File: config.mk
export PLATFORM = sky130hd
export DESIGN_NAME = imem_loader_flat
export DESIGN_NICKNAME = d
export VERILOG_FILES = /design/src/rtl/imem_loader_pkg.sv /design/src/rtl/imem_loader_if.sv /design/src/rtl/imem_loader_csum.sv /design/src/rtl/imem_loader.sv /design/src/flat_wrapper.sv
export SDC_FILE = /design/constraint.sdc
export NUM_CORES = 1
export LEC_CHECK = 0
export CAP_MARGIN = 20
export CORE_UTILIZATION = 55
export DETAILED_ROUTE_END_ITERATION = 8
export PLACE_DENSITY = 0.79
export SETUP_SLACK_MARGIN = 0.2
export SYNTH_ARGS = -nofsm -noshare
export SYNTH_HDL_FRONTEND = slang
export SYNTH_SLANG_ARGS = --single-unit
File: constraint.sdc
create_clock -name clock -period 2.65 [get_ports clock]
set_input_delay 0.53 -clock clock [delete_from_list [all_inputs] [get_ports clock]]
set_output_delay 0.53 -clock clock [all_outputs]
set_load 0.02 [all_outputs]
File: src/rtl/imem_loader_pkg.sv
// Shared types and constants for the instruction-memory program loader.
// Optional checksum support is enabled with IMEM_LOADER_CHECKSUM_EN.
package imem_loader_pkg;

  localparam int unsigned BYTE_W = 8;
  localparam int unsigned ADDR_W = 9;
  localparam int unsigned DATA_W = 16;
  localparam int unsigned DEPTH  = 2 ** ADDR_W;
  localparam int unsigned LEN_W  = 2 * BYTE_W;
  localparam int unsigned CNT_W  = ADDR_W + 1;

  typedef enum logic [3:0] {
    S_IDLE,
    S_LEN_HI,
    S_LEN_LO,
    S_DATA_HI,
    S_DATA_LO,
    S_WRITE,
    S_CSUM,
    S_DONE,
    S_ERR
  } state_e;

  // States in which the loader consumes a byte from the stream
  function automatic logic is_rx_state(input state_e s);
    return (s inside {S_LEN_HI, S_LEN_LO, S_DATA_HI, S_DATA_LO, S_CSUM});
  endfunction

  function automatic logic is_busy_state(input state_e s);
    return !(s inside {S_IDLE, S_DONE, S_ERR});
  endfunction

endpackage

File: src/rtl/imem_loader_if.sv
// Byte-stream input, instruction-memory write port and status of the loader.
interface imem_loader_if;
  import imem_loader_pkg::*;

  logic                load_req;
  logic [BYTE_W-1:0]   rx_data;
  logic                rx_valid;
  logic                rx_ready;
  logic                wr_en;
  logic [ADDR_W-1:0]   wr_addr;
  logic [DATA_W-1:0]   wr_data;
  logic                busy;
  logic                done;
  logic                error;
  logic                cpu_start;

  modport slave (
    input  load_req, rx_data, rx_valid,
    output rx_ready, wr_en, wr_addr, wr_data, busy, done, error, cpu_start
  );

  modport master (
    output load_req, rx_data, rx_valid,
    input  rx_ready, wr_en, wr_addr, wr_data, busy, done, error, cpu_start
  );

endinterface

File: src/rtl/imem_loader_csum.sv
// XOR checksum accumulator over the loaded byte stream; only instantiated
// when IMEM_LOADER_CHECKSUM_EN is defined.
module imem_loader_csum
  import imem_loader_pkg::*;
(
  input  logic              clk,
  input  logic              rst_n,
  input  logic              i_clr,
  input  logic              i_en,
  input  logic [BYTE_W-1:0] i_byte,
  output logic              o_match_c
);

  logic [BYTE_W-1:0] r_acc;

  always_ff @(posedge clk or negedge rst_n) begin
    if (!rst_n) begin
      r_acc <= '0;
    end else if (i_clr) begin
      r_acc <= '0;
    end else if (i_en) begin
      r_acc <= r_acc ^ i_byte;
    end
  end

  // Trailing byte is compared against the sum of everything before it
  assign o_match_c = (r_acc == i_byte);

endmodule

File: src/rtl/imem_loader.sv
// Length-prefixed byte-stream loader writing big-endian 16-bit words to
// instruction memory. Define IMEM_LOADER_CHECKSUM_EN for a trailing XOR check.
module imem_loader
  import imem_loader_pkg::*;
(
  input  logic   clock,
  input  logic   reset,
  imem_loader_if.slave bus
);

  state_e             r_state;
  state_e             w_state_nxt;
  logic               w_start;
  logic               w_accept;
  logic [LEN_W-1:0]   w_len_full;
  logic               w_len_bad;
  logic               w_last;

  logic               r_rx_ready;
  logic               r_wr_en;
  logic [DATA_W-1:0]  r_wr_data;
  logic               r_busy;
  logic               r_done;
  logic               r_error;
  logic               r_cpu_start;

  logic [LEN_W-1:0]   r_len;
  logic [BYTE_W-1:0]  r_hi;
  logic [ADDR_W-1:0]  r_addr;
  logic [CNT_W-1:0]   r_count;

  assign w_accept   = bus.rx_valid & r_rx_ready;
  assign w_len_full = {r_len[LEN_W-1 -: BYTE_W], bus.rx_data};
  assign w_len_bad  = (w_len_full == '0) || (w_len_full > LEN_W'(DEPTH));
  assign w_last     = ((LEN_W'(r_count) + LEN_W'(1)) == r_len);

`ifdef IMEM_LOADER_CHECKSUM_EN
  logic w_csum_match;

  imem_loader_csum u_csum (
    .clk       (clock),
    .rst_n     (reset),
    .i_clr     (w_start),
    .i_en      (w_accept && (r_state != S_CSUM)),
    .i_byte    (bus.rx_data),
    .o_match_c (w_csum_match)
  );

  localparam state_e S_AFTER_LAST = S_CSUM;
`else
  localparam state_e S_AFTER_LAST = S_DONE;
`endif

  // Next-state decode
  always_comb begin
    w_state_nxt = r_state;
    w_start     = 1'b0;
    case (r_state)
      S_IDLE, S_DONE, S_ERR: begin
        if (bus.load_req) begin
          w_state_nxt = S_LEN_HI;
          w_start     = 1'b1;
        end
      end
      S_LEN_HI:  if (w_accept) w_state_nxt = S_LEN_LO;
      S_LEN_LO:  if (w_accept) w_state_nxt = w_len_bad ? S_ERR : S_DATA_HI;
      S_DATA_HI: if (w_accept) w_state_nxt = S_DATA_LO;
      S_DATA_LO: if (w_accept) w_state_nxt = S_WRITE;
      S_WRITE:   w_state_nxt = w_last ? S_AFTER_LAST : S_DATA_HI;
`ifdef IMEM_LOADER_CHECKSUM_EN
      S_CSUM:    if (w_accept) w_state_nxt = w_csum_match ? S_DONE : S_ERR;
`endif
      default:   w_state_nxt = S_IDLE;
    endcase
  end

  // State, datapath and outputs registered from the next state so every
  // output is valid in the same cycle as the state it describes
  always_ff @(posedge clock or negedge reset) begin
    if (!reset) begin
      r_state     <= S_IDLE;
      r_rx_ready  <= 1'b0;
      r_wr_en     <= 1'b0;
      r_wr_data   <= '0;
      r_busy      <= 1'b0;
      r_done      <= 1'b0;
      r_error     <= 1'b0;
      r_cpu_start <= 1'b0;
      r_len       <= '0;
      r_hi        <= '0;
      r_addr      <= '0;
      r_count     <= '0;
    end else begin
      r_state     <= w_state_nxt;
      r_rx_ready  <= is_rx_state(w_state_nxt);
      r_busy      <= is_busy_state(w_state_nxt);
      r_wr_en     <= (w_state_nxt == S_WRITE);
      r_done      <= (w_state_nxt == S_DONE);
      r_error     <= (w_state_nxt == S_ERR);
      r_cpu_start <= (w_state_nxt == S_DONE) && (r_state != S_DONE);

      if (w_start) begin
        r_len   <= '0;
        r_addr  <= '0;
        r_count <= '0;
      end

      if (w_accept) begin
        case (r_state)
          S_LEN_HI:  r_len[LEN_W-1 -: BYTE_W] <= bus.rx_data;
          S_LEN_LO:  r_len[BYTE_W-1:0]        <= bus.rx_data;
          S_DATA_HI: r_hi                     <= bus.rx_data;
          S_DATA_LO: r_wr_data                <= {r_hi, bus.rx_data};
          default:   ;
        endcase
      end

      // Address wraps naturally; after a full-depth load it returns to 0
      if (r_state == S_WRITE) begin
        r_addr  <= r_addr + ADDR_W'(1);
        r_count <= r_count + CNT_W'(1);
      end
    end
  end

  assign bus.rx_ready  = r_rx_ready;
  assign bus.wr_en     = r_wr_en;
  assign bus.wr_addr   = r_addr;
  assign bus.wr_data   = r_wr_data;
  assign bus.busy      = r_busy;
  assign bus.done      = r_done;
  assign bus.error     = r_error;
  assign bus.cpu_start = r_cpu_start;

endmodule

File: src/flat_wrapper.sv
// flat-port wrapper written by rule: the top's interface ports become plain ports
module imem_loader_flat import imem_loader_pkg::*;
  (clock, reset, bus_load_req, bus_rx_data, bus_rx_valid, bus_rx_ready, bus_wr_en, bus_wr_addr, bus_wr_data, bus_busy, bus_done, bus_error, bus_cpu_start);
  imem_loader_if bus_i ();
  input  logic clock;
  input  logic reset;
  input wire logic [$bits(bus_i.load_req)-1:0] bus_load_req;
  input wire logic [$bits(bus_i.rx_data)-1:0] bus_rx_data;
  input wire logic [$bits(bus_i.rx_valid)-1:0] bus_rx_valid;
  output wire logic [$bits(bus_i.rx_ready)-1:0] bus_rx_ready;
  output wire logic [$bits(bus_i.wr_en)-1:0] bus_wr_en;
  output wire logic [$bits(bus_i.wr_addr)-1:0] bus_wr_addr;
  output wire logic [$bits(bus_i.wr_data)-1:0] bus_wr_data;
  output wire logic [$bits(bus_i.busy)-1:0] bus_busy;
  output wire logic [$bits(bus_i.done)-1:0] bus_done;
  output wire logic [$bits(bus_i.error)-1:0] bus_error;
  output wire logic [$bits(bus_i.cpu_start)-1:0] bus_cpu_start;
  assign bus_i.load_req = bus_load_req;
  assign bus_i.rx_data = bus_rx_data;
  assign bus_i.rx_valid = bus_rx_valid;
  assign bus_rx_ready = bus_i.rx_ready;
  assign bus_wr_en = bus_i.wr_en;
  assign bus_wr_addr = bus_i.wr_addr;
  assign bus_wr_data = bus_i.wr_data;
  assign bus_busy = bus_i.busy;
  assign bus_done = bus_i.done;
  assign bus_error = bus_i.error;
  assign bus_cpu_start = bus_i.cpu_start;
  imem_loader u_core (.clock(clock), .reset(reset), .bus(bus_i));
endmodule
==> impl_metrics.env, run 1 <==
export IMPL_ctsHoldBuffers=0
export IMPL_track_usage=0.253
export IMPL_syn_nets=362
export IMPL_io_pins=43
export IMPL_synth_edff_count=0
export IMPL_hold_violations=0
export IMPL_cp_start_kind="register"
export IMPL_clk_latency_ps=340
export IMPL_slew_headroom=0.652
export IMPL_fillers=436
export IMPL_ir_drop_v=0.000711
export IMPL_syn_to_final_growth_pct=22.0
export IMPL_rr_worst_depth=6
export IMPL_cts_buffer_depth=2
export IMPL_clock_sinks=69
export IMPL_io_buffers=42
export IMPL_cts_resized=0
export IMPL_fin_worst_skew_ps=8.73
export IMPL_gp_congestion=0.822
export IMPL_post_dp_hpwl_um=5060
export IMPL_p_per_area_mw_per_mm2=983
export IMPL_dieWidth_um=80.6
export IMPL_grt_ovfl_total=0
export IMPL_cts_tree="done"
export IMPL_r2r_start="u_core.r_count[2]"
export IMPL_crit_fanout=8
export IMPL_crit_chain="nand3_2 -> nor3_1 -> xnor2_1 -> o2111ai_1 -> nor4_4 -> o211a_1"
export IMPL_synth_area_mm2=0.00340
export IMPL_dieArea_mm2=0.00649
export IMPL_clkTransAtPathRegs_ps=70
export IMPL_postSynthAreaPerCell_um2=9.76
export IMPL_tightest_slew_ps=522
export IMPL_total_power_mw=4.07
export IMPL_die_h_um=80.6
export IMPL_period_needed_ps=2300
export IMPL_setup_viol=0
export IMPL_required_ps=2930
export IMPL_drc=0
export IMPL_drt_iter0_drc=191
export IMPL_antenna_found_initial=0
export IMPL_ff2ff_setup_slack_ps=350
export IMPL_synth_cells=348
export IMPL_r2r_end="u_core.bus.done"
export IMPL_finalSetupTns_ps=0
export IMPL_drtAntennaViolNets=0
export IMPL_start_util=0.574
export IMPL_period_share=0.869
export IMPL_drtPass1Iterations=5
export IMPL_htreeDepth=3
export IMPL_grt_max_degree=70
export IMPL_p_leak_nw=1.83
export IMPL_fmax_ghz=0.434
export IMPL_arrival_ps=2590
export IMPL_numCtsBuffers=9
export IMPL_core_area_mm2=0.00592
export IMPL_drive_gt1_frac=0.146
export IMPL_layout_nets=413
export IMPL_drt_vias_per_instance=5.81
export IMPL_status="finished, final reports clean"
export IMPL_cpMaxStageDelayCell="dfrtp_1"
export IMPL_cap_violations=0
export IMPL_n_antenna_cell=0
export IMPL_synthArstFlopShare=1.00
export IMPL_ys_seq_elements=69
export IMPL_rsz0062_at_grt="false"
export IMPL_criticalPathCategory="reg2reg"
export IMPL_vias=2781
export IMPL_hp_class="in2async"
export IMPL_ys_flop_type="dfrtp_1"
export IMPL_worst_setup_path_end_kind="register"
export IMPL_routed_wl_um=7460
export IMPL_synth_cell_type_count=57
export IMPL_grt_pass1_vias=2563
export IMPL_avgRoutedWirePerCell_um=15.6
export IMPL_cts_root_buf="clkbuf_8"
export IMPL_drv_slew=0
export IMPL_synth_seq_area_share=0.508
export IMPL_grt_pass1_wl_um=12300
export IMPL_rows=28
export IMPL_postCtsSetupRepairBufs=0
export IMPL_yosys_warnings=0
export IMPL_slowest_delay_ps=510
[cell families (layout without fill, tap and decap cells)]
logic type      Yosys count  after routing  share of synthesized area
simple gates            149            149                      0.225
compound gates           73             73                      0.132
flops                    69             69                      0.508
buf+inv                  24             80                     0.0339
mux                      18             18                     0.0601
xor+xnor                 13             13                     0.0335
fa+ha+maj                 2              2                    0.00737
[stage by stage]
| step | utilization | cell area (µm²) | instances | hold slack, ps | setup WS [ps] |
|---|---|---|---|---|---|
| global placement | 0.666 | 3940 | 463 | 447 | 160 |
| finish | 0.699 | 4140 | 479 | 195 | 348 |
| detailed placement | 0.666 | 3940 | 463 | 451 | 105 |
| floorplan | - | 3400 | 348 | 234 | 752 |
| CTS | 0.699 | 4140 | 479 | 219 | 342 |
| global route | 0.699 | 4140 | 479 | 243 | 248 |
[flip-flops by register name, indices dropped and copies added (netlist names)]
register and count:
u_core.bus.wr_data 16, u_core.r_len 16, u_core.r_count 10, u_core.bus.wr_addr 9, u_core.r_hi 8, u_core.r_state 4, u_core.bus.busy 1, u_core.bus.cpu_start 1
u_core.bus.done 1, u_core.bus.error 1, u_core.bus.rx_ready 1, u_core.bus.wr_en 1
[worst max-delay path, delay by kind of cell, from the launching register on]
family / cells / cell delay (ps)
compound gates: 2 / 390
simple gates: 3 / 1150
flops: 1 / 510
xor+xnor: 1 / 190
[per-layer routing]
layer | global-route usage | routed length [µm] | part of all wire
met1 | 0.344 | 3250 | 0.44
met2 | 0.413 | 3650 | 0.49
met3 | 0.0432 | 498 | 0.067
met4 | 0.0750 | 61 | 0.0082
met5 | 0 | 0 | 0
[synth_stat cells, drive strengths merged (2+ instances only)]
cell,number,area (µm²)
and2,3,18.8
nor2,16,60.1
ha,2,25.0
buf,11,66.3
o21ai,45,225
dfrtp,69,1730
o211ai,2,15.0
a31oi,4,31.3
nand2,78,293
or2,2,12.5
and4,2,17.5
o31ai,4,35.0
clkbuf,6,22.5
xnor2,7,61.3
a21oi,6,33.8
nand3b,4,30.0
a32o,2,20.0
mux2i,2,20.0
nor3,8,51.3
nor4,7,80.1
and3,6,37.5
mux2,16,184
nand4,2,12.5
inv,6,22.5
o2111ai,2,17.5
nand3,13,82.6
xor2,6,52.6
[how the worst max path moves through the flow]
stage	endpoint	startpoint	depth (start not counted)
finish	u_core.bus.done	u_core.r_count[2]	6
global route	u_core.bus.done	u_core.r_count[2]	6
CTS	u_core.bus.done	u_core.r_count[2]	6
detailed placement	u_core.bus.busy	bus_rx_data[7]	8
global placement	u_core.bus.busy	bus_rx_data[7]	8
floorplan	u_core.bus.busy	bus_rx_data[5]	6
[cell usage in the layout, fill, tap and decap left out, drive strengths merged, types with 3 or more instances in the layout]
cell           Yosys  routed
mux2              16      16
clkbuf             6      10
nor3               8       8
nand3b             4       4
clkinv             1       6
xnor2              7       7
and3               6       6
nand3             13      13
buf               11      16
inv                6       6
dfrtp             69      69
clkdlybuf4s50      0      41
nor4               7       7
xor2               6       6
and2               3       3
o21ai             45      45
a21oi              6       6
nor2              16      16
a31oi              4       4
o31ai              4       4
nand2             78      78
[final cells by class]
type	count	area, µm²	area share
Tap cell	75	93.8	0.0227
Clock inverter	6	62.6	0.0151
Timing Repair Buffer	57	541	0.131
Multi-Input combinational cell	255	1550	0.375
Clock buffer	10	138	0.0332
Inverter	7	26.3	0.00634
Sequential cell	69	1730	0.417
[where the power goes]
group | total [mW] | switching (mW) | internal [mW]
clock | 0.864 | 0.406 | 0.458
combinational | 1.53 | 0.820 | 0.712
sequential | 1.68 | 0.292 | 1.38
No activity file was read; power rests on OpenSTA's default activity.
==> run 2: changes to the inputs <==
--- a/config.mk
+++ b/config.mk
@@ -8,7 +8,7 @@
 export CAP_MARGIN = 20
 export CORE_UTILIZATION = 55
 export DETAILED_ROUTE_END_ITERATION = 8
-export PLACE_DENSITY = 0.79
+export PLACE_DENSITY = 0.81
 export SETUP_SLACK_MARGIN = 0.2
 export SYNTH_ARGS = -nofsm -noshare
 export SYNTH_HDL_FRONTEND = slang
==> run 2 against run 1 <==
Sequential cell count did not move. Critical endpoint is now u_core.bus.rx_ready. Via count down 2.0%. Clock power fell by 2%. Clock-buffer cell count down 1. First-iteration DRC count rose by 7.9%. Routed wire length decreased by 1.3%.
==> impl_metrics.env, run 2 (synthesis results as in run 1) <==
export IMPL_status="finished, final reports clean"
export IMPL_required_ps=2850
export IMPL_grt_pass1_vias=2573
export IMPL_io_pins=43
export IMPL_use_met2=0.414
export IMPL_preCtsSetupSlack_ps=156
export IMPL_clock_sinks=69
export IMPL_p_per_area_mw_per_mm2=985
export IMPL_drv_slew=0
export IMPL_avgRoutedWirePerCell_um=15.4
export IMPL_fin_area_mm2=0.00414
export IMPL_hp_class="in2async"
export IMPL_grt_pass1_wl_um=12200
export IMPL_die_h_um=80.6
export IMPL_n_antenna_cell=0
export IMPL_total_power_mw=4.08
export IMPL_numCtsBuffers=9
export IMPL_syn_to_final_growth_pct=22.0
export IMPL_drtAntennaViolNets=0
export IMPL_arrival_ps=2430
export IMPL_fin_worst_skew_ps=10.9
export IMPL_cts_root_buf="clkbuf_8"
export IMPL_busiest_layer="met2"
export IMPL_start_util=0.574
export IMPL_drtPass1Iterations=4
export IMPL_vias=2726
export IMPL_use_met3=0.0489
export IMPL_drt_iter0_drc=206
export IMPL_seqCellArea_mm2=0.00173
export IMPL_track_usage=0.257
export IMPL_final_common_cell="nand2_1"
export IMPL_worst_setup_path_end_kind="register"
export IMPL_p_clk_frac=0.208
export IMPL_fillers=459
export IMPL_grt_ovfl_total=0
export IMPL_multi_input_area_mm2=0.00156
export IMPL_finalSetupTns_ps=0
export IMPL_period_needed_ps=2220
export IMPL_sw_frac_of_total=0.376
export IMPL_postCtsSetupRepairBufs=0
export IMPL_drt_vias_per_instance=5.69
export IMPL_gp_congestion=0.879
export IMPL_cts_tree="done"
export IMPL_ir_drop_v=0.000726
export IMPL_setup_viol=0
export IMPL_dieWidth_um=80.6
export IMPL_p_leak_nw=1.82
export IMPL_layout_nets=413
export IMPL_power_switching_mw=1.53
export IMPL_tightest_slew_ps=544
export IMPL_rows=28
export IMPL_dieArea_mm2=0.00649
export IMPL_core_area_mm2=0.00592
export IMPL_period_share=0.839
export IMPL_antenna_found_initial=0
export IMPL_place_area_mm2=0.00394
export IMPL_hold_violations=0
export IMPL_fmax_ghz=0.450
export IMPL_criticalPathCategory="reg2reg"
export IMPL_p_seq_frac=0.411
export IMPL_htreeDepth=3
export IMPL_drc=0
export IMPL_drive_gt1_frac=0.149
export IMPL_p_int_mw=2.55
export IMPL_slew_headroom=0.637
export IMPL_clk_latency_ps=350
export IMPL_grt_max_degree=70
export IMPL_layout_setup_ws_ps=426
export IMPL_cts_buffer_depth=2
export IMPL_grt_use_met1=0.333
export IMPL_ctsHoldBuffers=0
export IMPL_power_frac_comb=0.381
export IMPL_cts_resized=0
export IMPL_routed_wl_um=7360
export IMPL_final_cell_mix="nand2_1 (78), dfrtp_1 (69), o21ai_0 (43)"
export IMPL_crit_fanout=6
export IMPL_worst_hold_slack_ps=194
export IMPL_cp_start_kind="register"
export IMPL_clkTransAtPathRegs_ps=70
export IMPL_io_buffers=42
export IMPL_rsz0062_at_grt="false"
export IMPL_post_dp_hpwl_um=5100
export IMPL_cap_violations=0
[run 2: cell count changes in the layout (fill, tap and decap cells not counted), sizes merged]
cell and delta:
clkinv -3, clkinvlp +2, inv +2, clkbuf -1
[run 2: critical path: stages (launching register included)]
cell and delay, ps:
dfrtp_1 450, ha_1 300, nand2_1 140, nor2_1 330, a311o_1 270, a21oi_2 60
nor4_4 420, o31ai_2 120
[run 2: power groups by stage]
stage	clock, mW	combinational (mW)	sequential, mW
2_1_floorplan	0	0.862	1.77
3_3_place_gp	0	1.49	1.67
3_5_place_dp	0	1.54	1.69
4_1_cts	0.863	1.56	1.68
5_1_grt	0.905	1.70	1.72
6_report	0.848	1.55	1.68
[run 2: stage by stage]
stage	cells	utilization
2_1_floorplan	348	-
3_3_place_gp	463	0.666
3_5_place_dp	463	0.666
4_1_cts	479	0.699
5_1_grt	479	0.700
6_report	479	0.700
[run 2: path summary, 6_finish.rpt]
| kind | from | end | slack, ps | cells after the start |
|---|---|---|---|---|
| worst min register to register | u_core.r_hi[6] | u_core.bus.wr_data[14] | 470 | 2 |
| worst max register to register | u_core.r_count[0] | u_core.bus.rx_ready | 430 | 7 |
| max in group asynchronous | reset | u_core.r_count[2] | 2160 | 2 |
| min in group clock | u_core.r_hi[6] | u_core.bus.wr_data[14] | 470 | 2 |
| worst max-delay path | u_core.r_count[0] | u_core.bus.rx_ready | 430 | 7 |
| worst min-delay path | reset | u_core.r_count[4] | 190 | 2 |
[run 2: area by class of cell]
cell class,instances,area share
Sequential cell,69,0.417
Multi-Input combinational cell,255,0.376
Inverter,7,0.00634
Clock buffer,9,0.0299
Clock inverter,7,0.0175
Timing Repair Buffer,57,0.130
Tap cell,75,0.0227
[run 2: layer usage]
layer	up-vias	part of all wire
met2	73	0.48
met4	0	0.013
met5	-	0
li1	1323	-
met1	1322	0.46
met3	8	0.046
==> run 3: changes to the inputs <==
--- a/config.mk
+++ b/config.mk
@@ -6,9 +6,9 @@
 export NUM_CORES = 1
 export LEC_CHECK = 0
 export CAP_MARGIN = 20
-export CORE_UTILIZATION = 55
+export CORE_UTILIZATION = 50
 export DETAILED_ROUTE_END_ITERATION = 8
-export PLACE_DENSITY = 0.81
+export PLACE_DENSITY = 0.78
 export SETUP_SLACK_MARGIN = 0.2
 export SYNTH_ARGS = -nofsm -noshare
 export SYNTH_HDL_FRONTEND = slang
==> constraint.sdc (replaced) <==
create_clock -name clock -period 1.81 [get_ports clock]
set_input_delay 0.362 -clock clock [delete_from_list [all_inputs] [get_ports clock]]
set_output_delay 0.362 -clock clock [all_outputs]
set_load 0.02 [all_outputs]
==> run 3 against run 2 <==
The run now ends with DRC, hold timing, setup timing left. Clock power up 80%. Register-to-register slack worse by 690 ps. Setup slack worse by 690 ps. Routed wire length up 77%. Largest cell class is now multi-input combinational cells. Largest power group is now combinational cells.
==> impl_metrics.env, run 3 (synthesis results as in run 1) <==
export IMPL_grt_pass1_wl_um=15900
export IMPL_ff2ff_setup_slack_ps=-260
export IMPL_cap_violations=0
export IMPL_final_cell_mix="dfrtp_1 (64), buf_4 (49), nand2_1 (42)"
export IMPL_ir_drop_v=0.00131
export IMPL_antenna_found_initial=0
export IMPL_ctsHoldBuffers=0
export IMPL_vias=3562
export IMPL_clock_sinks=69
export IMPL_worst_hold_slack_ps=-9.71
export IMPL_drc=2
export IMPL_clk_latency_ps=370
export IMPL_core_area_mm2=0.00646
export IMPL_routed_wl_um=13000
export IMPL_syn_to_final_growth_pct=55.9
export IMPL_layout_nets=473
export IMPL_cts_root_buf="clkbuf_8"
export IMPL_period_needed_ps=2070
export IMPL_hold_violations=2
export IMPL_final_common_cell="dfrtp_1"
export IMPL_track_usage=0.290
export IMPL_n_antenna_cell=0
export IMPL_cts_tree="done"
export IMPL_rsz0062_at_grt="true"
export IMPL_drtAntennaViolNets=0
export IMPL_avgRoutedWirePerCell_um=24.1
export IMPL_criticalPathCategory="reg2reg"
export IMPL_preCtsSetupSlack_ps=-569
export IMPL_place_area_mm2=0.00426
export IMPL_period_share=1.15
export IMPL_worst_setup_path_end_kind="register"
export IMPL_cp_start_kind="register"
export IMPL_status="finished with violations"
export IMPL_rows=29
export IMPL_r2r_end="u_core.bus.done"
export IMPL_setup_viol=6
export IMPL_fin_area_mm2=0.00529
export IMPL_hp_class="in2async"
export IMPL_arrival_ps=2380
export IMPL_dieArea_mm2=0.00713
export IMPL_start_util=0.526
export IMPL_drive_gt1_frac=0.463
export IMPL_p_leak_nw=2.61
export IMPL_crit_path_end="u_core.bus.done"
export IMPL_utilization=0.820
export IMPL_failed_checks="DRC, hold timing, setup timing"
export IMPL_grt_pass1_vias=3226
export IMPL_numCtsBuffers=9
export IMPL_die_h_um=84.4
export IMPL_cts_buffer_depth=2
export IMPL_critPathLaunch="u_core.r_count[5]"
export IMPL_htreeDepth=3
export IMPL_finalSetupTns_ps=-1410
export IMPL_rr_worst_depth=8
export IMPL_io_pins=43
export IMPL_crit_fanout=5
export IMPL_fin_worst_skew_ps=26.0
export IMPL_grt_ovfl_total=0
export IMPL_layout_setup_ws_ps=-264
export IMPL_slew_headroom=0.634
export IMPL_grt_max_degree=70
export IMPL_post_dp_hpwl_um=5800
export IMPL_drtPass1Iterations=7
export IMPL_r2r_start="u_core.r_count[5]"
export IMPL_clkTransAtPathRegs_ps=110
export IMPL_drt_iter0_drc=290
export IMPL_fmax_ghz=0.482
export IMPL_p_per_area_mw_per_mm2=1500
export IMPL_required_ps=2120
export IMPL_drt_vias_per_instance=6.58
export IMPL_tightest_slew_ps=550
export IMPL_gp_congestion=0.854
export IMPL_io_buffers=42
export IMPL_dieWidth_um=84.4
export IMPL_drv_slew=0
==> run 3: changes by cell type in the layout (fill, tap and decap cells not counted), moves of 15 or more <==
cell             delta
nand2_2            +19
o21ai_1            +16
buf_4              +35
o21ai_0            -39
dlygate4sd2_1      +34
o21ai_2            +21
buf_6              +15
nand2_4            +17
clkdlybuf4s50_1    -38
nand2_1            -36
==> run 3: metrics by stage <==
stage,hold WS [ps],instances,power [mW]
2_1_floorplan,66.4,348,3.93
3_3_place_gp,414,501,4.89
3_5_place_dp,412,501,5.03
4_1_cts,40.8,526,6.76
5_1_grt,40.4,541,8.17
6_report,-9.71,541,7.93
==> run 3: how the worst min path moves through the flow <==
stage	start	end	slack [ps]	depth (start not counted)
global route	reset	u_core.r_len[2]	40	2
detailed placement	reset	u_core.r_count[3]	410	2
finish	reset	u_core.r_len[10]	-10	2
CTS	reset	u_core.r_state[2]	40	2
global placement	reset	u_core.r_count[2]	410	2
floorplan	reset	u_core.bus.busy	70	0
==> run 3: layout make-up <==
cell class	count	area, µm²
flip-flops and latches	69	1730
repair inverters	1	16.3
well taps	77	96.3
clock buffers	9	124
multi-input cells	256	2110
clock inverters	7	105
fillers	296	1160
repair buffers	115	1070
inverters	7	38.8
==> run 3: power breakdown <==
group / total [mW] / internal [mW] / switching (mW)
Sequential: 2.55 / 2.03 / 0.517
Combinational: 3.85 / 1.76 / 2.08
Clock: 1.53 / 0.798 / 0.731
==> run 3: what timing repair did <==
| item | in CTS | in global routing |
|---|---|---|
| gates resized for setup | 95 | 145 |
| endpoints found under the setup margin | 82 | 52 |
| cloned | 2 | 7 |
| pin swaps | 26 | 52 |
| buffers inserted | 7 | 8 |
==> run 3: critical path, cell delays in order, from the launching register on <==
cell       delay (ps)
dfrtp_2           430
buf_4             180
xnor2_1           240
o2111ai_1         150
a21oi_1           340
o21ai_1           180
nor4_4            160
buf_4             200
o211a_1           140
==> run 3: layer usage <==
| layer | routed length, µm | up-vias | global-route usage |
|---|---|---|---|
| met5 | 0 | - | 0 |
| li1 | - | 1453 | - |
| met2 | 6420 | 243 | 0.491 |
| met4 | 824 | 0 | 0.136 |
| met1 | 4770 | 1783 | 0.358 |
| met3 | 997 | 83 | 0.0590 |
